File: config.mk
export PLATFORM = sky130hd
export DESIGN_NAME = serv_trace_fifo_flat
export DESIGN_NICKNAME = d
export VERILOG_FILES = /design/src/rtl/serv_trace_fifo_if.sv /design/src/rtl/serv_trace_fifo.sv /design/src/flat_wrapper.sv
export SDC_FILE = /design/constraint.sdc
export NUM_CORES = 1
export LEC_CHECK = 0
export BUFFER_PORTS_ARGS = -buffer_cell sky130_fd_sc_hd__buf_2
export CELL_PAD_IN_SITES_DETAIL_PLACEMENT = 0
export CELL_PAD_IN_SITES_GLOBAL_PLACEMENT = 1
export CORE_MARGIN = 10
export CORE_UTILIZATION = 37
export DETAILED_ROUTE_END_ITERATION = 10
export PLACE_DENSITY_LB_ADDON = 0.1
export SLEW_MARGIN = 20
export SYNTH_ARGS = -nofsm -noshare
export SYNTH_HDL_FRONTEND = slang
export SYNTH_SLANG_ARGS = --single-unit
File: constraint.sdc
create_clock -name i_clk -period 19.6 [get_ports i_clk]
set_clock_uncertainty 0.1 [all_clocks]
set_input_delay 1.96 -clock i_clk [delete_from_list [all_inputs] [get_ports i_clk]]
set_output_delay 1.96 -clock i_clk [all_outputs]
set_load 0.005 [all_outputs]
File: src/rtl/serv_trace_fifo_if.sv
// Trace drain port of serv_trace_fifo: first-word-fall-through valid/ready
// handshake together with the fields of the head record.
interface serv_trace_fifo_if;
  logic        tr_valid;
  logic        tr_ready;
  logic [31:0] tr_pc;
  logic [31:0] tr_insn;
  logic [4:0]  tr_rd_addr;
  logic [31:0] tr_rd_wdata;
  logic        tr_trap;
  logic [15:0] tr_seq;

  modport master (
    output tr_valid, tr_pc, tr_insn, tr_rd_addr, tr_rd_wdata, tr_trap, tr_seq,
    input  tr_ready
  );

  modport slave (
    input  tr_valid, tr_pc, tr_insn, tr_rd_addr, tr_rd_wdata, tr_trap, tr_seq,
    output tr_ready
  );
endinterface

File: src/rtl/serv_trace_fifo.sv
// Instruction-retirement trace buffer for the bit-serial core. Collects the
// serial rd write data, instruction word, PC and trap flag of each retired
// instruction and queues one record per retirement in a DEPTH-entry FIFO that
// is drained through a first-word-fall-through valid/ready port.
module serv_trace_fifo #(
  parameter int          W         = 1,
  parameter int          DEPTH     = 8,
  parameter bit          OVERWRITE = 1'b0,
  parameter logic [31:0] RESET_PC  = 32'h0000_0000
) (
  input  logic                      i_clk,
  input  logic                      i_rst,
  input  logic                      i_en,
  input  logic                      i_ibus_ack,
  input  logic [31:0]               i_ibus_rdt,
  input  logic [31:0]               i_ibus_adr,
  input  logic                      i_rf_wen,
  input  logic [W-1:0]              i_rf_wdata,
  input  logic [4:0]                i_rd_addr,
  input  logic                      i_cnt_done,
  input  logic                      i_ctrl_pc_en,
  input  logic                      i_trap,
  input  logic                      i_clr_overflow,
  serv_trace_fifo_if.master         tr,
  output logic [$clog2(DEPTH):0]    o_count,
  output logic                      o_overflow
);

  localparam int AW = $clog2(DEPTH);
  localparam int CW = AW + 1;

  typedef struct packed {
    logic [31:0] pc;
    logic [31:0] insn;
    logic [4:0]  rd_addr;
    logic [31:0] rd_wdata;
    logic        trap;
    logic [15:0] seq;
  } rec_t;

  rec_t          mem [DEPTH];

  logic [31:0]   insn_r;
  logic [31:0]   rd_sr_r;
  logic [31:0]   pc_r;
  logic          rd_seen_r;
  logic          trap_seen_r;
  logic          pending_r;
  logic [15:0]   seq_r;
  logic [AW-1:0] wr_ptr_r;
  logic [AW-1:0] rd_ptr_r;
  logic [CW-1:0] count_r;
  logic          overflow_r;

  rec_t          rec_s;
  logic          retire_s;
  logic          push_s;
  logic          pop_s;
  logic          full_s;
  logic          do_write_s;
  logic          adv_rd_s;
  logic          ovf_set_s;
  logic [CW-1:0] count_nxt_s;

  // Retirement is delayed one cycle so the last rd chunk is already shifted in
  assign retire_s = i_cnt_done & i_ctrl_pc_en & ~i_rst;

  // Assemble the record for the instruction committing this cycle
  always_comb begin
    rec_s.pc      = pc_r;
    rec_s.insn    = insn_r;
    if (rd_seen_r && (i_rd_addr != 5'd0)) begin
      rec_s.rd_addr  = i_rd_addr;
      rec_s.rd_wdata = rd_sr_r;
    end else begin
      rec_s.rd_addr  = 5'd0;
      rec_s.rd_wdata = 32'h0000_0000;
    end
    rec_s.trap    = trap_seen_r | i_trap;
    rec_s.seq     = seq_r;
  end

  // FIFO control: push/pop decisions, full-policy handling and next occupancy
  always_comb begin
    push_s      = pending_r & i_en & ~i_rst;
    pop_s       = (count_r != {CW{1'b0}}) & tr.tr_ready;
    full_s      = (count_r == CW'(DEPTH));
    do_write_s  = push_s & (~full_s | pop_s | OVERWRITE);
    adv_rd_s    = pop_s | (push_s & full_s & OVERWRITE);
    ovf_set_s   = push_s & full_s & ~pop_s;
    if (do_write_s && !adv_rd_s) begin
      count_nxt_s = count_r + CW'(1);
    end else if (!do_write_s && adv_rd_s) begin
      count_nxt_s = count_r - CW'(1);
    end else begin
      count_nxt_s = count_r;
    end
  end

  // Per-instruction capture: insn word, serial rd data, trap, PC and sequence
  always_ff @(posedge i_clk) begin
    if (i_rst) begin
      insn_r      <= 32'h0000_0000;
      rd_sr_r     <= 32'h0000_0000;
      rd_seen_r   <= 1'b0;
      trap_seen_r <= 1'b0;
      pending_r   <= 1'b0;
      pc_r        <= RESET_PC;
      seq_r       <= 16'h0000;
    end else begin
      pending_r <= retire_s;
      if (i_ibus_ack) begin
        insn_r <= i_ibus_rdt;
      end
      if (i_rf_wen) begin
        rd_sr_r <= {i_rf_wdata, rd_sr_r[31:W]};
      end
      if (pending_r) begin
        pc_r        <= i_ibus_adr;
        seq_r       <= seq_r + 16'd1;
        rd_seen_r   <= 1'b0;
        trap_seen_r <= 1'b0;
      end else begin
        rd_seen_r   <= rd_seen_r | i_rf_wen;
        trap_seen_r <= trap_seen_r | i_trap;
      end
    end
  end

  // FIFO pointers, occupancy and sticky overflow flag
  always_ff @(posedge i_clk) begin
    if (i_rst) begin
      wr_ptr_r   <= {AW{1'b0}};
      rd_ptr_r   <= {AW{1'b0}};
      count_r    <= {CW{1'b0}};
      overflow_r <= 1'b0;
    end else begin
      if (do_write_s) begin
        wr_ptr_r <= wr_ptr_r + AW'(1);
      end
      if (adv_rd_s) begin
        rd_ptr_r <= rd_ptr_r + AW'(1);
      end
      count_r <= count_nxt_s;
      if (ovf_set_s) begin
        overflow_r <= 1'b1;
      end else if (i_clr_overflow) begin
        overflow_r <= 1'b0;
      end
    end
  end

  // Record storage, written at the tail on each accepted push
  always_ff @(posedge i_clk) begin
    if (do_write_s) begin
      mem[wr_ptr_r] <= rec_s;
    end
  end

  assign tr.tr_valid    = (count_r != {CW{1'b0}});
  assign tr.tr_pc       = mem[rd_ptr_r].pc;
  assign tr.tr_insn     = mem[rd_ptr_r].insn;
  assign tr.tr_rd_addr  = mem[rd_ptr_r].rd_addr;
  assign tr.tr_rd_wdata = mem[rd_ptr_r].rd_wdata;
  assign tr.tr_trap     = mem[rd_ptr_r].trap;
  assign tr.tr_seq      = mem[rd_ptr_r].seq;
  assign o_count        = count_r;
  assign o_overflow     = overflow_r;

endmodule

File: src/flat_wrapper.sv
// flat-port wrapper written by rule: the top's interface ports become plain ports
module serv_trace_fifo_flat 
#(
  parameter int          W         = 1,
  parameter int          DEPTH     = 8,
  parameter bit          OVERWRITE = 1'b0,
  parameter logic [31:0] RESET_PC  = 32'h0000_0000
)
  (i_clk, i_rst, i_en, i_ibus_ack, i_ibus_rdt, i_ibus_adr, i_rf_wen, i_rf_wdata, i_rd_addr, i_cnt_done, i_ctrl_pc_en, i_trap, i_clr_overflow, o_count, o_overflow, tr_tr_valid, tr_tr_pc, tr_tr_insn, tr_tr_rd_addr, tr_tr_rd_wdata, tr_tr_trap, tr_tr_seq, tr_tr_ready);
  serv_trace_fifo_if tr_i ();
  input  logic i_clk;
  input  logic i_rst;
  input  logic i_en;
  input  logic i_ibus_ack;
  input  logic [31:0] i_ibus_rdt;
  input  logic [31:0] i_ibus_adr;
  input  logic i_rf_wen;
  input  logic [W-1:0] i_rf_wdata;
  input  logic [4:0] i_rd_addr;
  input  logic i_cnt_done;
  input  logic i_ctrl_pc_en;
  input  logic i_trap;
  input  logic i_clr_overflow;
  output logic [$clog2(DEPTH):0] o_count;
  output logic o_overflow;
  output wire logic [$bits(tr_i.tr_valid)-1:0] tr_tr_valid;
  output wire logic [$bits(tr_i.tr_pc)-1:0] tr_tr_pc;
  output wire logic [$bits(tr_i.tr_insn)-1:0] tr_tr_insn;
  output wire logic [$bits(tr_i.tr_rd_addr)-1:0] tr_tr_rd_addr;
  output wire logic [$bits(tr_i.tr_rd_wdata)-1:0] tr_tr_rd_wdata;
  output wire logic [$bits(tr_i.tr_trap)-1:0] tr_tr_trap;
  output wire logic [$bits(tr_i.tr_seq)-1:0] tr_tr_seq;
  input wire logic [$bits(tr_i.tr_ready)-1:0] tr_tr_ready;
  assign tr_tr_valid = tr_i.tr_valid;
  assign tr_tr_pc = tr_i.tr_pc;
  assign tr_tr_insn = tr_i.tr_insn;
  assign tr_tr_rd_addr = tr_i.tr_rd_addr;
  assign tr_tr_rd_wdata = tr_i.tr_rd_wdata;
  assign tr_tr_trap = tr_i.tr_trap;
  assign tr_tr_seq = tr_i.tr_seq;
  assign tr_i.tr_ready = tr_tr_ready;
  serv_trace_fifo #(.W(W), .DEPTH(DEPTH), .OVERWRITE(OVERWRITE), .RESET_PC(RESET_PC)) u_core (.i_clk(i_clk), .i_rst(i_rst), .i_en(i_en), .i_ibus_ack(i_ibus_ack), .i_ibus_rdt(i_ibus_rdt), .i_ibus_adr(i_ibus_adr), .i_rf_wen(i_rf_wen), .i_rf_wdata(i_rf_wdata), .i_rd_addr(i_rd_addr), .i_cnt_done(i_cnt_done), .i_ctrl_pc_en(i_ctrl_pc_en), .i_trap(i_trap), .i_clr_overflow(i_clr_overflow), .tr(tr_i), .o_count(o_count), .o_overflow(o_overflow));
endmodule
---- Word level (Yosys, flattened, before mapping) ----
Memory sizes are Yosys's and may differ from the RTL's. A register that Yosys moved wholly into a read port is not among the register bits.
Cells that the tools add are included.
word-level totals
  register bits ........................... 126
  RAM bits ................................ 944
  input port bits ......................... 80
  output and inout port bits .............. 124
  logic and storage cells ................. 51
  memories kept ........................... 1
operators by class
  add/sub/neg operators ................... 5
  eq/ne operators ......................... 1
  multiplexer cells ....................... 9
  bitwise operators ....................... 14
  reduce and logical (&&, ||, !) cells .... 10
memory list
  memory      words  bits a word  rd ports  clocked after Yosys merged registers in  wr ports  line                   text
  u_core.mem  8      118          1         1                                        1         serv_trace_fifo.sv:41  rec_t mem [DEPTH];
operators by type and width
  cell                   count
  $mux 37                1
  $add 16x1->16 const B  1
  $and 1x1->1            8
  $mux 4                 2
  $add 3x1->3 const B    2
  $mux 3                 2
  $reduce_bool 5->1      1
  $add 4x1->4 const B    1
  $eq 4x4->1 const B     1
  $mux 1                 4
  $reduce_bool 2->1      2
  $reduce_bool 4->1      1
  $sub 4x1->4 const B    1
  $logic_and 1x1->1      3
  $not 1->1              3
  $or 1x1->1             3
  $logic_not 1->1        2
  $reduce_or 2->1        1

---- Depth between registers and ports, before layout ----
  word-level depth ........................ 8
  gate-level depth with buffers ........... 11
  depth with buffers taken out ............ 11

---- Least setup slack after synthesis ----
OpenSTA, ideal clock, no wires.
  path kind ............................... input to register
  start point ............................. in tr_tr_ready
  end point ............................... mem u_core.mem[2][0] (netlist bit), enable pin
  data arrival time ....................... 14.597 ns
  data required time ...................... 18.575 ns
  path slack .............................. 3.978 ns
  cell stages on the path ................. 4
  path through ............................ inv_1 and3_1 or3_4 nor4b_1
on the way
  cells in the longest elaborated chain, start to end .. 5
RTL lines
  element                       line                    text
  start: declaration            flat_wrapper.sv:33      input wire logic [$bits(tr_i.tr_ready)-1:0] tr_tr_ready;
  $and 1x1->1                   serv_trace_fifo.sv:86   pop_s = (count_r != {CW{1'b0}}) & tr.tr_ready;
  $or 1x1->1                    serv_trace_fifo.sv:88   do_write_s = push_s & (~full_s | pop_s | OVERWRITE);
  $and 1x1->1                   serv_trace_fifo.sv:88
  $mux 1                        serv_trace_fifo.sv:155  if (do_write_s) begin
  $mux 1 (not written as such)  serv_trace_fifo.sv:156  mem[wr_ptr_r] <= rec_s;
  end: declaration              serv_trace_fifo.sv:41
No other way between the ends.

==> flow_results.org <==
** Die
- Number of top-level pins :: 204
- The initialized floorplan defines 121 standard-cell rows.
- Die area :: 123,000 um^2
- From left edge to right edge, the die measures 350 um.
- After floorplanning, the core was sized to cover 109,000 um^2.
- Initial core utilization :: 37.2%
- The floorplan step set the die height to 350 um.

** Pwr
- Leak pwr :: 15.3 nW
- In this run the power density over the cells is 114 nW/um^2.
- Combinational Power Share :: 11.3%
- Power Internal :: 4.14 mW
- In this run, flip-flops and latches consume 47.4% of the power.
- Per report_power, the clock group accounts for 41.3% of the total.
- Switch Pwr :: 1.20 mW
- The design draws 5.34 mW.
- VDD IR max :: 75.9 uV
- Net switching is 22.4% of the power.

** Worst setup path
- Together, buffers and inverters on the worst path number 3.
- Category of the worst setup path capture point :: primary output
- Classification of the worst setup path :: flop to primary output
- Broken down by cell family, the worst path's largest delay share belongs to buffers and inverters.
- By instance count, the cell type seen most on the critical path is sky130_fd_sc_hd__buf_4.
- For the worst setup path, the data required time is 17.54 ns.
- Walking the worst path, the cells encountered are buf_4 -> buf_4 -> mux4_2 -> mux2_2 -> buf_2.
- CP startpoint kind :: flop
- Maximum net fanout on the critical path :: 45
- Data arrival time of the critical path :: 4.45 ns
- The slowest stage of the critical path belongs to the cell sky130_fd_sc_hd__dfxtp_4.
- Worst path max stage delay :: 0.93 ns

** Logic synthesis
- Of the total synthesized cell area, the portion taken by full adders, half adders and majority gates is 0.235%.
- Of the total synthesized cell area, the portion taken by XOR and XNOR cells is 0.347%.
- Summing every instance area after synthesis gives 40,400 um^2.
- Main combinational cell family by area after synthesis :: multiplexers
- Post-synthesis async set-or-reset flop share :: 0%
- The synthesized design devotes to its leading area cell type 70.2% of total area.
- Proportion of synthesized area in mux cells :: 19.0%
- Counting every net in the synthesized netlist gives 1,969.
- Count of warnings emitted by yosys :: 0
- Biggest area contributors in the synthesized netlist :: sky130_fd_sc_hd__edfxtp_1 (70%), sky130_fd_sc_hd__mux4_2 (13%), sky130_fd_sc_hd__dfxtp_1 (6.4%)
- The synthesized netlist devotes 2.47% of its cell area to simple gates.
- Synthesized instance count :: 1,882
- After synthesis, the netlist uses 37 different library cells.
- Yosys instantiated no cell more often than sky130_fd_sc_hd__edfxtp_1.
- The synthesized design contains 944 enable-type register cells.
- Ranking of synthesized cells by instance count :: sky130_fd_sc_hd__edfxtp_1 (944), sky130_fd_sc_hd__mux4_2 (236), sky130_fd_sc_hd__dfxtp_1 (129), sky130_fd_sc_hd__nor2_1 (127), sky130_fd_sc_hd__mux2_2 (121)
- Number of register bits inferred by synthesis :: 1,073
- Leading register cell type out of synthesis :: sky130_fd_sc_hd__edfxtp_1
- Synthesized-area fraction occupied by ao, oa, aoi and oai cells :: 0.161%
- For this run, the register share of the synthesized area comes to 76.6%.
- Synthesized area per cell :: 21.5 um^2
- Of all cell types, the one taking the most synthesized area is sky130_fd_sc_hd__edfxtp_1.

** Global route
- Pin count of the biggest net entering global routing :: 128
- Number of global-route vias before repair :: 20,597
- The first global-routing pass estimated 139,000 um of wire.
- Initial antenna violation count :: 7
- In the global route stage, overall resource usage came out at 15.3%.
- Grt total ovfl :: 0

** Clock network
- The clock net in this run drives a total of 1,073 sinks.
- Clock-pin transition on the worst setup and hold timing paths :: 0.06 ns
- In this run, CTS created clock tree buffers numbering 115.
- Hold repair after CTS inserted 0 buffers.
- The longest clock path from root to sink contains 3 buffers.
- Count of instances resized after the clock tree is built :: 0
- H-tree depth :: 3
- Number of setup buffers added after CTS :: 0
- Library cell used as clock root buffer :: sky130_fd_sc_hd__clkbuf_16
- The later pin in the worst-skew pair is clocked with a latency of 0.69 ns.
- TritonCTS built the clock tree.

** STA
- Setup violations remaining at the end of the flow were counted as 0.
- Final hold viol count :: 0
- Tmin final :: 6.51 ns
- At the pin with the least slew margin, the transition time is 1.08 ns.
- Max transition margin :: 27.7%
- In the final timing run, aggregate negative setup slack is 0 ns.
- The count of pins over their slew limit came to 0.
- Final period utilization :: 33.2%
- Timing-limited maximum frequency :: 0.154 GHz
- Setup repair after global routing missed its margin :: no

** Detailed routing
- Per-cell routed wire length :: 25.7 um
- The pre-antenna-repair detailed-routing pass consisted of 4 iterations.
- The count of nets left with antenna violations once routing finished came out at 0.
- Summing over every cut layer, the via total after detailed routing is 18,639.
- Number of DRC violations after detailed-routing iteration 0 :: 1,170
- Per-cell via count in the routed design :: 5.10
- DR DRC count :: 0
- Final wirelength :: 93,800 um

** Run status
- Outcome :: finished clean

** Layout
- After the flow finishes, the layout carries non-filler instances totaling 3,652.
- Final design utilization :: 43.3%
- After the last flow step, the layout net total stands at 2,224.
- The post-route netlist has 34.9% of its cells at a drive strength greater than 1.
- Area growth from synthesis to layout :: 16.4%
- Filler cells :: 9,371

** Placed design
- Count of placed standard cells including taps :: 3,433
- Port buffering added 203 buffers.
- The congestion estimate from routability-driven global placement came to 0.672.
- The wire-length estimate of the detail-placed layout is 46,800 um.

** Run
- The tool flagged a number of max-cap violations equal to 0.

** Hold path
- Worst hold path type :: flop to flop
## worst register-to-register path, cell delays in order, from the launching register on
cell and delay [ns]:
sky130_fd_sc_hd__dfxtp_1 0.47, sky130_fd_sc_hd__nor3_1 0.11, sky130_fd_sc_hd__and3_1 0.25, sky130_fd_sc_hd__or3_4 0.43, sky130_fd_sc_hd__inv_2 0.13, sky130_fd_sc_hd__nand2_1 0.18, sky130_fd_sc_hd__nor3_2 0.32, sky130_fd_sc_hd__buf_4 0.77
sky130_fd_sc_hd__buf_4 0.76
## power groups by stage
stage | Sequential, mW | Combinational, mW | Clock, mW
2_1_floorplan | 2.55 | 0.444 | 0
3_3_place_gp | 2.58 | 0.624 | 0
3_5_place_dp | 2.58 | 0.627 | 0
4_1_cts | 2.54 | 0.630 | 2.27
5_1_grt | 2.54 | 0.665 | 2.36
6_report | 2.53 | 0.604 | 2.20
## per-layer routing
metal  GRT usage, %  share of wire, %  up-vias
met5              0             0.038        -
met4           3.84               2.2        6
met3           2.97               4.3      139
met2           26.1                50      345
met1           20.1                43     9972
li1               -                 -     8177
## flip-flops by register name, summed over array words and instances (netlist names), named ones only
| name | flops |
|---|---|
| u_core.rd_ptr_r | 3 |
| u_core.trap_seen_r | 1 |
| u_core.wr_ptr_r | 3 |
| u_core.o_count | 4 |
| u_core.pending_r | 1 |
| u_core.pc_r | 32 |
| u_core.o_overflow | 1 |
| u_core.rd_sr_r | 32 |
| u_core.seq_r | 16 |
| u_core.mem | 944 |
| u_core.rd_seen_r | 1 |
| u_core.insn_r | 32 |
## cells in the final DEF, fill, tap and decap left out, types with 3 or more instances in the layout
cell,Yosys,final
sky130_fd_sc_hd__a21oi_1,5,5
sky130_fd_sc_hd__bufinv_16,0,15
sky130_fd_sc_hd__mux4_2,236,236
sky130_fd_sc_hd__inv_1,5,5
sky130_fd_sc_hd__clkbuf_1,42,20
sky130_fd_sc_hd__mux2_2,121,121
sky130_fd_sc_hd__nand4_1,4,4
sky130_fd_sc_hd__buf_12,0,9
sky130_fd_sc_hd__nor3_1,8,6
sky130_fd_sc_hd__nand3_1,9,9
sky130_fd_sc_hd__xor2_1,6,6
sky130_fd_sc_hd__buf_2,48,202
sky130_fd_sc_hd__ha_1,6,6
sky130_fd_sc_hd__nor4_1,4,3
sky130_fd_sc_hd__clkinv_2,0,20
sky130_fd_sc_hd__edfxtp_1,944,944
sky130_fd_sc_hd__dfxtp_4,0,3
sky130_fd_sc_hd__dfxtp_1,129,125
sky130_fd_sc_hd__nand2_1,10,10
sky130_fd_sc_hd__nor2b_1,3,3
sky130_fd_sc_hd__clkinvlp_4,0,7
sky130_fd_sc_hd__buf_4,0,24
sky130_fd_sc_hd__xnor2_1,10,10
sky130_fd_sc_hd__mux2i_1,100,100
sky130_fd_sc_hd__clkinv_1,0,24
sky130_fd_sc_hd__clkbuf_8,0,10
sky130_fd_sc_hd__and2_1,37,37
sky130_fd_sc_hd__clkbuf_16,0,118
sky130_fd_sc_hd__nor2_1,127,126
## per-stage QoR
| stage | instance area, um^2 | hold WS (ns) | setup WS, ns |
|---|---|---|---|
| after floorplan | 40400 | 0.352 | 3.98 |
| after global placement | 43100 | 0.355 | 13.49 |
| after detailed placement | 43100 | 0.379 | 13.44 |
| after CTS | 47000 | 0.395 | 12.67 |
| after global routing | 47000 | 0.435 | 12.58 |
| final | 47000 | 0.393 | 13.09 |
## layout make-up
class                           instances  area (um^2)  share of cell area, %
Tap cell                             1414         1770                   3.76
Clock inverter                         69          727                   1.55
Timing Repair Buffer                  235         1370                   2.92
Clock buffer                          148         3170                   6.73
Antenna cell                            1         2.50                0.00532
Multi-Input combinational cell        706         9020                   19.2
Sequential cell                      1073        30900                   65.8
Inverter                                6         22.5                 0.0479
## kinds of logic (layout without fill, tap and decap cells)
group / after synthesis / count (layout)
compound gates: 11 / 11
xor+xnor: 16 / 16
fa+ha+maj: 7 / 7
buf+inv: 103 / 458
flops: 1073 / 1073
mux: 457 / 457
other cells: 0 / 1
simple gates: 215 / 215
## path summary, 6_finish.rpt
path / from / endpoint / slack (ns) / cells past startpoint
setup / recovery: flop / tr_tr_insn[11] / 13.09 / 5
hold / removal: u_core.rd_ptr_r[1] / flop / 0.39 / 2
setup reg to reg: u_core.o_count[0] / u_core.mem[4][71] / 15.67 / 8
hold reg to reg: u_core.rd_ptr_r[1] / flop / 0.39 / 2
(Power assumes the default switching activity.)
